`src/rtl/ser_frame_arbiter.sv`:
```
// Round-robin arbiter and sequencer for one bit-serial device window (select, command, data).
// Latency: SSER falls one clock after acceptance; rsp_valid (CMD_W+DATA_W+2)*2*CLK_DIV clocks after acceptance.
// Backpressure: ready is offered to one requester only while IDLE; all other requests wait with fields held.
module ser_frame_arbiter #(
    parameter int CMD_W   = 8,
    parameter int DATA_W  = 16,
    parameter int CLK_DIV = 4
) (
    input  logic              clk,
    input  logic              rst,
    input  logic              req0_valid,
    input  logic              req0_rd,
    input  logic [CMD_W-1:0]  req0_cmd,
    input  logic [DATA_W-1:0] req0_wdata,
    output logic              req0_ready,
    input  logic              req1_valid,
    input  logic              req1_rd,
    input  logic [CMD_W-1:0]  req1_cmd,
    input  logic [DATA_W-1:0] req1_wdata,
    output logic              req1_ready,
    output logic              rsp_valid,
    output logic              rsp_id,
    output logic [DATA_W-1:0] rsp_rdata,
    output logic              SSER,
    output logic              SCLK,
    output logic              SDO,
    input  logic              SDRD
);

    // Divider spans one full bit period: low half then high half of SCLK.
    localparam int DIV_W   = $clog2(2 * CLK_DIV);
    localparam int BIT_MAX = (CMD_W > DATA_W) ? CMD_W : DATA_W;
    localparam int BIT_W   = (BIT_MAX > 1) ? $clog2(BIT_MAX) : 1;

    localparam logic [DIV_W-1:0] DIV_LAST = DIV_W'(2 * CLK_DIV - 1);
    localparam logic [DIV_W-1:0] DIV_HALF = DIV_W'(CLK_DIV);
    localparam logic [BIT_W-1:0] CMD_LAST = BIT_W'(CMD_W - 1);
    localparam logic [BIT_W-1:0] DAT_LAST = BIT_W'(DATA_W - 1);

    typedef enum logic [2:0] {
        S_IDLE = 3'd0,
        S_SEL  = 3'd1,
        S_CMD  = 3'd2,
        S_DATA = 3'd3,
        S_DONE = 3'd4
    } state_t;

    state_t              state_q, state_d;
    logic [DIV_W-1:0]    div_q, div_d;
    logic [BIT_W-1:0]    bit_q, bit_d;
    logic                last_q, last_d;
    logic                id_q, id_d;
    logic                rd_q, rd_d;
    logic [CMD_W-1:0]    cmd_sh_q, cmd_sh_d;
    logic [DATA_W-1:0]   wd_sh_q, wd_sh_d;
    logic [DATA_W-1:0]   rdata_q, rdata_d;

    logic period_end;
    logic sclk_rise;
    logic in_frame;
    logic grant0;
    logic grant1;
    logic accept;

    assign period_end = (div_q == DIV_LAST);
    assign sclk_rise  = (div_q == DIV_HALF);
    assign in_frame   = (state_q == S_SEL) || (state_q == S_CMD) || (state_q == S_DATA);

    // Round-robin choice: under contention the requester not served last wins.
    always_comb begin
        grant0 = req0_valid & (~req1_valid | last_q);
        grant1 = req1_valid & (~req0_valid | ~last_q);
        accept = (state_q == S_IDLE) & ~rst & (grant0 | grant1);
    end

    // State register.
    always_ff @(posedge clk) begin
        if (rst) begin
            state_q <= S_IDLE;
        end else begin
            state_q <= state_d;
        end
    end

    // Next-state logic: each phase ends on the last clock of its last bit period.
    always_comb begin
        state_d = state_q;
        case (state_q)
            S_IDLE: if (accept)                           state_d = S_SEL;
            S_SEL:  if (period_end)                       state_d = S_CMD;
            S_CMD:  if (period_end && bit_q == CMD_LAST)  state_d = S_DATA;
            S_DATA: if (period_end && bit_q == DAT_LAST)  state_d = S_DONE;
            S_DONE: if (period_end)                       state_d = S_IDLE;
            default:                                      state_d = S_IDLE;
        endcase
    end

    // Outputs: serial pins, ready strobes and the completion pulse.
    always_comb begin
        SSER       = ~in_frame;
        SCLK       = in_frame & (div_q >= DIV_HALF);
        SDO        = 1'b0;
        if (state_q == S_CMD) begin
            SDO = cmd_sh_q[CMD_W-1];
        end else if (state_q == S_DATA && !rd_q) begin
            SDO = wd_sh_q[DATA_W-1];
        end
        req0_ready = (state_q == S_IDLE) & ~rst & grant0;
        req1_ready = (state_q == S_IDLE) & ~rst & grant1;
        rsp_valid  = (state_q == S_DONE) & period_end;
        rsp_id     = rsp_valid & id_q;
        rsp_rdata  = (rsp_valid && rd_q) ? rdata_q : '0;
    end

    // Datapath: divider, bit counter, shift registers, request latch and pointer.
    always_comb begin
        div_d    = div_q;
        bit_d    = bit_q;
        last_d   = last_q;
        id_d     = id_q;
        rd_d     = rd_q;
        cmd_sh_d = cmd_sh_q;
        wd_sh_d  = wd_sh_q;
        rdata_d  = rdata_q;

        // Divider idles at zero so every frame starts on a fresh low half-period.
        if (state_q == S_IDLE || period_end) begin
            div_d = '0;
        end else begin
            div_d = div_q + 1'b1;
        end

        // Bit counter restarts on every phase change.
        if (state_d != state_q) begin
            bit_d = '0;
        end else if (period_end && (state_q == S_CMD || state_q == S_DATA)) begin
            bit_d = bit_q + 1'b1;
        end

        case (state_q)
            S_IDLE: begin
                if (accept) begin
                    id_d     = grant1;
                    rd_d     = grant1 ? req1_rd    : req0_rd;
                    cmd_sh_d = grant1 ? req1_cmd   : req0_cmd;
                    wd_sh_d  = grant1 ? req1_wdata : req0_wdata;
                    rdata_d  = '0;
                end
            end
            S_CMD: begin
                // Shift at period end so SDO only moves at the start of a period.
                if (period_end) begin
                    cmd_sh_d = {cmd_sh_q[CMD_W-2:0], 1'b0};
                end
            end
            S_DATA: begin
                if (period_end && !rd_q) begin
                    wd_sh_d = {wd_sh_q[DATA_W-2:0], 1'b0};
                end
                // First sampled bit ends up as the MSB after DATA_W shifts.
                if (sclk_rise && rd_q) begin
                    rdata_d = {rdata_q[DATA_W-2:0], SDRD};
                end
            end
            S_DONE: begin
                if (period_end) begin
                    last_d = id_q;
                end
            end
            default: ;
        endcase
    end

    // Datapath registers.
    always_ff @(posedge clk) begin
        if (rst) begin
            div_q    <= '0;
            bit_q    <= '0;
            last_q   <= 1'b1;
            id_q     <= 1'b0;
            rd_q     <= 1'b0;
            cmd_sh_q <= '0;
            wd_sh_q  <= '0;
            rdata_q  <= '0;
        end else begin
            div_q    <= div_d;
            bit_q    <= bit_d;
            last_q   <= last_d;
            id_q     <= id_d;
            rd_q     <= rd_d;
            cmd_sh_q <= cmd_sh_d;
            wd_sh_q  <= wd_sh_d;
            rdata_q  <= rdata_d;
        end
    end

endmodule
```
`config.mk`:
```
export PLATFORM = sky130hd
export DESIGN_NAME = ser_frame_arbiter
export DESIGN_NICKNAME = d
export VERILOG_FILES = /design/src/rtl/ser_frame_arbiter.sv
export SDC_FILE = /design/constraint.sdc
export NUM_CORES = 1
export LEC_CHECK = 0
export CAP_MARGIN = 20
export CORE_ASPECT_RATIO = 1.4
export CORE_MARGIN = 2
export CORE_UTILIZATION = 48
export CTS_CLUSTER_DIAMETER = 80
export DETAILED_ROUTE_END_ITERATION = 12
export GPL_TIMING_DRIVEN = 0
export HOLD_SLACK_MARGIN = 0.12
export PLACE_DENSITY = 0.78
export SKIP_CTS_REPAIR_TIMING = 1
export SYNTH_ARGS = -nofsm -noshare
export SYNTH_HDL_FRONTEND = slang
export SYNTH_SLANG_ARGS = --single-unit
```
`constraint.sdc`:
```
create_clock -name clk -period 2.25 [get_ports clk]
set_input_delay 0.3375 -clock clk [delete_from_list [all_inputs] [get_ports clk]]
set_output_delay 0.3375 -clock clk [all_outputs]
set_load 0.02 [all_outputs]
```
* Yosys cells after proc, flatten, opt, wreduce, memory -nomap -nowiden *
Index checks and enable logic that the tools add are counted.

word-level totals
  output and inout port bits = 23
  word-level logic and storage cells = 85
  input port bits = 55
  register bits after elaboration = 53

cells by class
  reduce and logical (&&, ||, !) cells = 22
  muxes and demuxes = 21
  bitwise gates (word level) = 17
  $add $sub $neg = 2
  magnitude comparators = 1
  equal/unequal tests = 13

operators with widths
  kind                 number
  $mux 16              6
  $pmux 16 s2          2
  $mux 8               3
  $pmux 8 s2           1
  $mux 3               5
  $pmux 3 s5           1
  $and 1x1->1          9
  $eq 3x3->1 const B   3
  $reduce_and 3->1     3
  $logic_and 1x1->1    7
  $eq 3x2->1 const B   2
  $not 1->1            5
  $add 4x1->4 const B  1
  $eq 4x3->1 const B   1
  $eq 4x4->1 const B   1
  $logic_or 1x1->1     4
  $ne 2x1->1 const B   2
  $ne 2x2->1 const B   2
  $reduce_and 2->1     2
  $reduce_bool 2->1    2
  $reduce_or 2->1      2
  $add 3x1->3 const B  1
  $eq 3x1->1 const B   1
  $ge 3x3->1 const B   1
  5 further kinds      9

* Logic depth before layout (Yosys ltp) *
  depth in word-level cells = 9
  gate-level depth with buffers = 7
  mapped depth without buffers = 6

* Worst setup path before layout *
OpenSTA, ideal clock, no wires.

  path type = register to output
  from = reg div_q[0]
  to = out rsp_rdata[10]
  cell stages (with the launch flop) = 8
  data arrival time = 1.730 ns
  required time = 1.913 ns
  setup slack = 0.183 ns
  path buffers = 2
  cell sequence = dfxtp_1 > ha_1 > ha_1 > buf_2 > nand3_1 > inv_1 > clkbuf_1 > and3_1

on the way
  word-level cells in the longest chain between the ends = 4

RTL lines
  what                    RTL line  text
  start, declared         49        logic [DIV_W-1:0] div_q, div_d;
  start signal, assigned  186       div_q <= div_d;
  $eq 3x3->1              65        assign period_end = (div_q == DIV_LAST);
  $and 1x1->1             110       rsp_valid = (state_q == S_DONE) & period_end;
  via rsp_valid           21        output logic rsp_valid,
  $logic_and 1x1->1       112       rsp_rdata = (rsp_valid && rd_q) ? rdata_q : '0;
  $mux 16                 112
  end, declared           23        output logic [DATA_W-1:0] rsp_rdata,

The timed path passes the listed nets, and every way through them passes these cells.

* Worst setup path in the final report *
  from = reg div_q[0]
  to = out rsp_rdata[12]

on the way
  word-level cells in the longest chain between the ends = 4

RTL lines
  what               RTL line
  $eq 3x3->1         65
  $and 1x1->1        110
  $logic_and 1x1->1  112
  $mux 16            112

No other way between the ends.

==> results.json <==
{
  "status": "complete, no violations",
  "rows": 32,
  "start_kind": "flop",
  "ios": 78,
  "final_cell_area_um2": 3750,
  "p_int_w": 0.00146,
  "totalPowerFinal_w": 0.00196,
  "utilization_pct": 68.5,
  "clk_pin_slew_worst_paths_ns": 0.09,
  "hold_violations": 0,
  "grt_usage_pct": 23.2,
  "synth_edf_count": 0,
  "gr-total-overflow": 0,
  "synthMostInstantiatedCell": "a21oi_1",
  "hpwl_mm": 5.16,
  "diodes": 0,
  "fmax_mhz": 461,
  "synthDistinctLibCells": 44,
  "powerDensity_nw_per_um2": 522,
  "preCtsSetupSlack_ns": -0.847,
  "synth_top_flop_cell": "dfxtp_1",
  "route.detailed.drc": 0,
  "fp.dieArea_um2": 6250,
  "synth.cell_area_um2": 2700,
  "r2r_cells": 8,
  "period_minus_slack_ns": 2.17,
  "ctsRootBufferMaster": "clkbuf_8",
  "slew_violations": 0,
  "ys_ff_latch": 53,
  "max-slew-margin-rel_pct": 54.8,
  "grt_pass1_vias": 2509,
  "top_usage_layer": "met2",
  "die_h_um": 92.7,
  "ir_worst_vdd_mv": 0.280,
  "worstPathRequired_ns": 1.91,
  "grt_max_degree": 16,
  "worst_pin_slew_ns": 0.671,
  "layout_setup_ws_ns": 0.0824,
  "htree_num_levels": 2,
  "power_frac_comb_pct": 17.7,
  "met2_usage_pct": 40.6,
  "drt_wl_total_mm": 7.19,
  "synth_top_area_share_pct": 39.3,
  "syn_area_per_cell_um2": 8.01,
  "async_flop_share_pct": 0,
  "p_seq_share_pct": 52.1,
  "routed_via_density": 5.57,
  "min_path_type": "reg -> reg",
  "via_count": 2767,
  "cts_tree": "built",
  "max-cap-violations": 0,
  "synthCells": 337,
  "clock_latency_ns": 0.32,
  "die_x_um": 67.4,
  "cp_max_fo": 10,
  "grt_use_met3_pct": 4.62,
  "grtUsageMet1_pct": 27.1,
  "fin_nets": 487,
  "grt_pass1_wl_mm": 11.2,
  "criticalPathCategory": "reg -> out",
  "initial_core_util_pct": 49.2,
  "switchingPower_w": 0.000503,
  "drive_above_1_share_pct": 12.8,
  "synth_area_leader_cell": "dfxtp_1",
  "syn_nets": 396,
  "post-route-period-util_pct": 96.3,
  "coreArea_um2": 5490,
  "clock_sinks": 53,
  "yosysWarnings": 0,
  "synth_commonest_cells": "59 x a21oi_1, 53 x dfxtp_1, 48 x nand2_1",
  "arrival_ns": 1.83,
  "synth_area_leaders": "dfxtp_1 39%, a21oi_1 11%, a22o_1 7.5%",
  "area_growth_pct": 39.1,
  "seq_area_frac_synth_pct": 39.3,
  "skew_ns": 0.00401,
  "leakagePower_nw": 1.78,
  "ant_nets": 0,
  "antenna_found_initial": 0,
  "port_buffers": 77,
  "cts_buffers": 5,
  "clockBufferDepth": 2,
  "min_path_cells": 1,
  "endpoint_kind": "primary output",
  "placed_cell_area_um2": 3560,
  "drt_first_iter_violations": 205,
  "dr.pass1.iters": 4,
  "final-setup-viol-count": 0,
  "p_clk_share_pct": 30.2,
  "swShare_pct": 25.7,
  "wl_per_cell_um": 14.5,
  "finalWeightedCongestion": 0.817,
  "fillers": 477
}
-- power by group through the flow --
stage	registers (W)	clock network [W]	logic (W)
after floorplan	0.00103	0	0.000194
after global placement	0.00104	0	0.000336
after detailed placement	0.00104	0	0.000340
after CTS	0.00102	0.000598	0.000342
after global routing	0.00103	0.000641	0.000378
final	0.00102	0.000592	0.000347
-- sequential cells by signal, indices dropped and copies added (netlist names) --
| signal | cells |
|---|---|
| cmd_sh_q | 8 |
| bit_q | 4 |
| div_q | 3 |
| rd_q | 1 |
| state_q | 3 |
| wd_sh_q | 16 |
| rdata_q | 16 |
| last_q | 1 |
| id_q | 1 |
-- path summary, 6_finish.rpt --
check                              start       endpoint  slack, ns
worst max register to register  div_q[0]    cmd_sh_q[2]       0.08
worst max-delay path            div_q[0]  rsp_rdata[12]       0.08
worst min-delay path            div_q[0]       div_q[0]       0.45
worst min register to register  div_q[0]       div_q[0]       0.45
-- routing by layer --
layer	part of all wire (%)	up-vias
li1	-	1390
met1	41	1288
met2	52	77
met3	3.9	12
met4	2.4	0
met5	0	-
-- worst max-delay path, cell delays in order, from the launching register on --
cell,delay (ns)
dfxtp_2,0.36
ha_1,0.17
ha_2,0.19
buf_6,0.12
nand3_2,0.09
inv_2,0.09
clkbuf_4,0.17
and3_1,0.16
clkbuf_2,0.16
-- through the flow --
stage,cells,setup TNS [ns],hold WS (ns)
finish,497,0,0.449
global route,497,-0.769,0.460
CTS,490,-13.85,0.469
detailed placement,482,-9.04,0.456
global placement,482,-7.96,0.443
floorplan,337,0,0.427
-- cell type report --
class,instances,area (µm²),share of cell area (%)
well taps,68,85.1,2.27
clock buffers,7,96.3,2.57
multi-input cells,254,1540,41.0
plain buffers,24,129,3.43
repair buffers,85,818,21.8
clock inverters,1,5.00,0.133
inverters,5,18.8,0.500
flip-flops and latches,53,1060,28.3
-- cell families after synthesis --
logic type                 Yosys count  synth area share [%]
and+or+nand+nor                    140                  25.3
adders and majority gates            4                  1.85
AOI/OAI and AO/OA                  106                  27.2
muxes                                1                 0.371
DFF                                 53                  39.3
buffers and inverters               30                  5.05
xor gates and xnor gates             3                 0.973
-- layout by cell type (no fill, tap or decap), types with 2 or more instances in the layout --
| master | n |
|---|---|
| a21oi_1 | 59 |
| clkdlybuf4s50_1 | 53 |
| dfxtp_1 | 52 |
| nand2_1 | 48 |
| nor2_1 | 28 |
| a22o_1 | 23 |
| nand3_1 | 20 |
| and3_1 | 17 |
| dlymetal6s2s_1 | 14 |
| clkbuf_1 | 12 |
| clkbuf_2 | 10 |
| buf_4 | 9 |
| nor3_1 | 7 |
| a2bb2oi_1 | 7 |
| clkbuf_8 | 7 |
| buf_2 | 6 |
| inv_1 | 4 |
| buf_6 | 3 |
| or2_2 | 3 |
| and2_1 | 3 |
| ha_1 | 3 |
| clkbuf_4 | 2 |
| nor3b_4 | 2 |
| nand3b_1 | 2 |
| nand2b_1 | 2 |
| a221oi_1 | 2 |
| a311oi_1 | 2 |
| xor2_1 | 2 |
(Power assumes the default switching activity.)
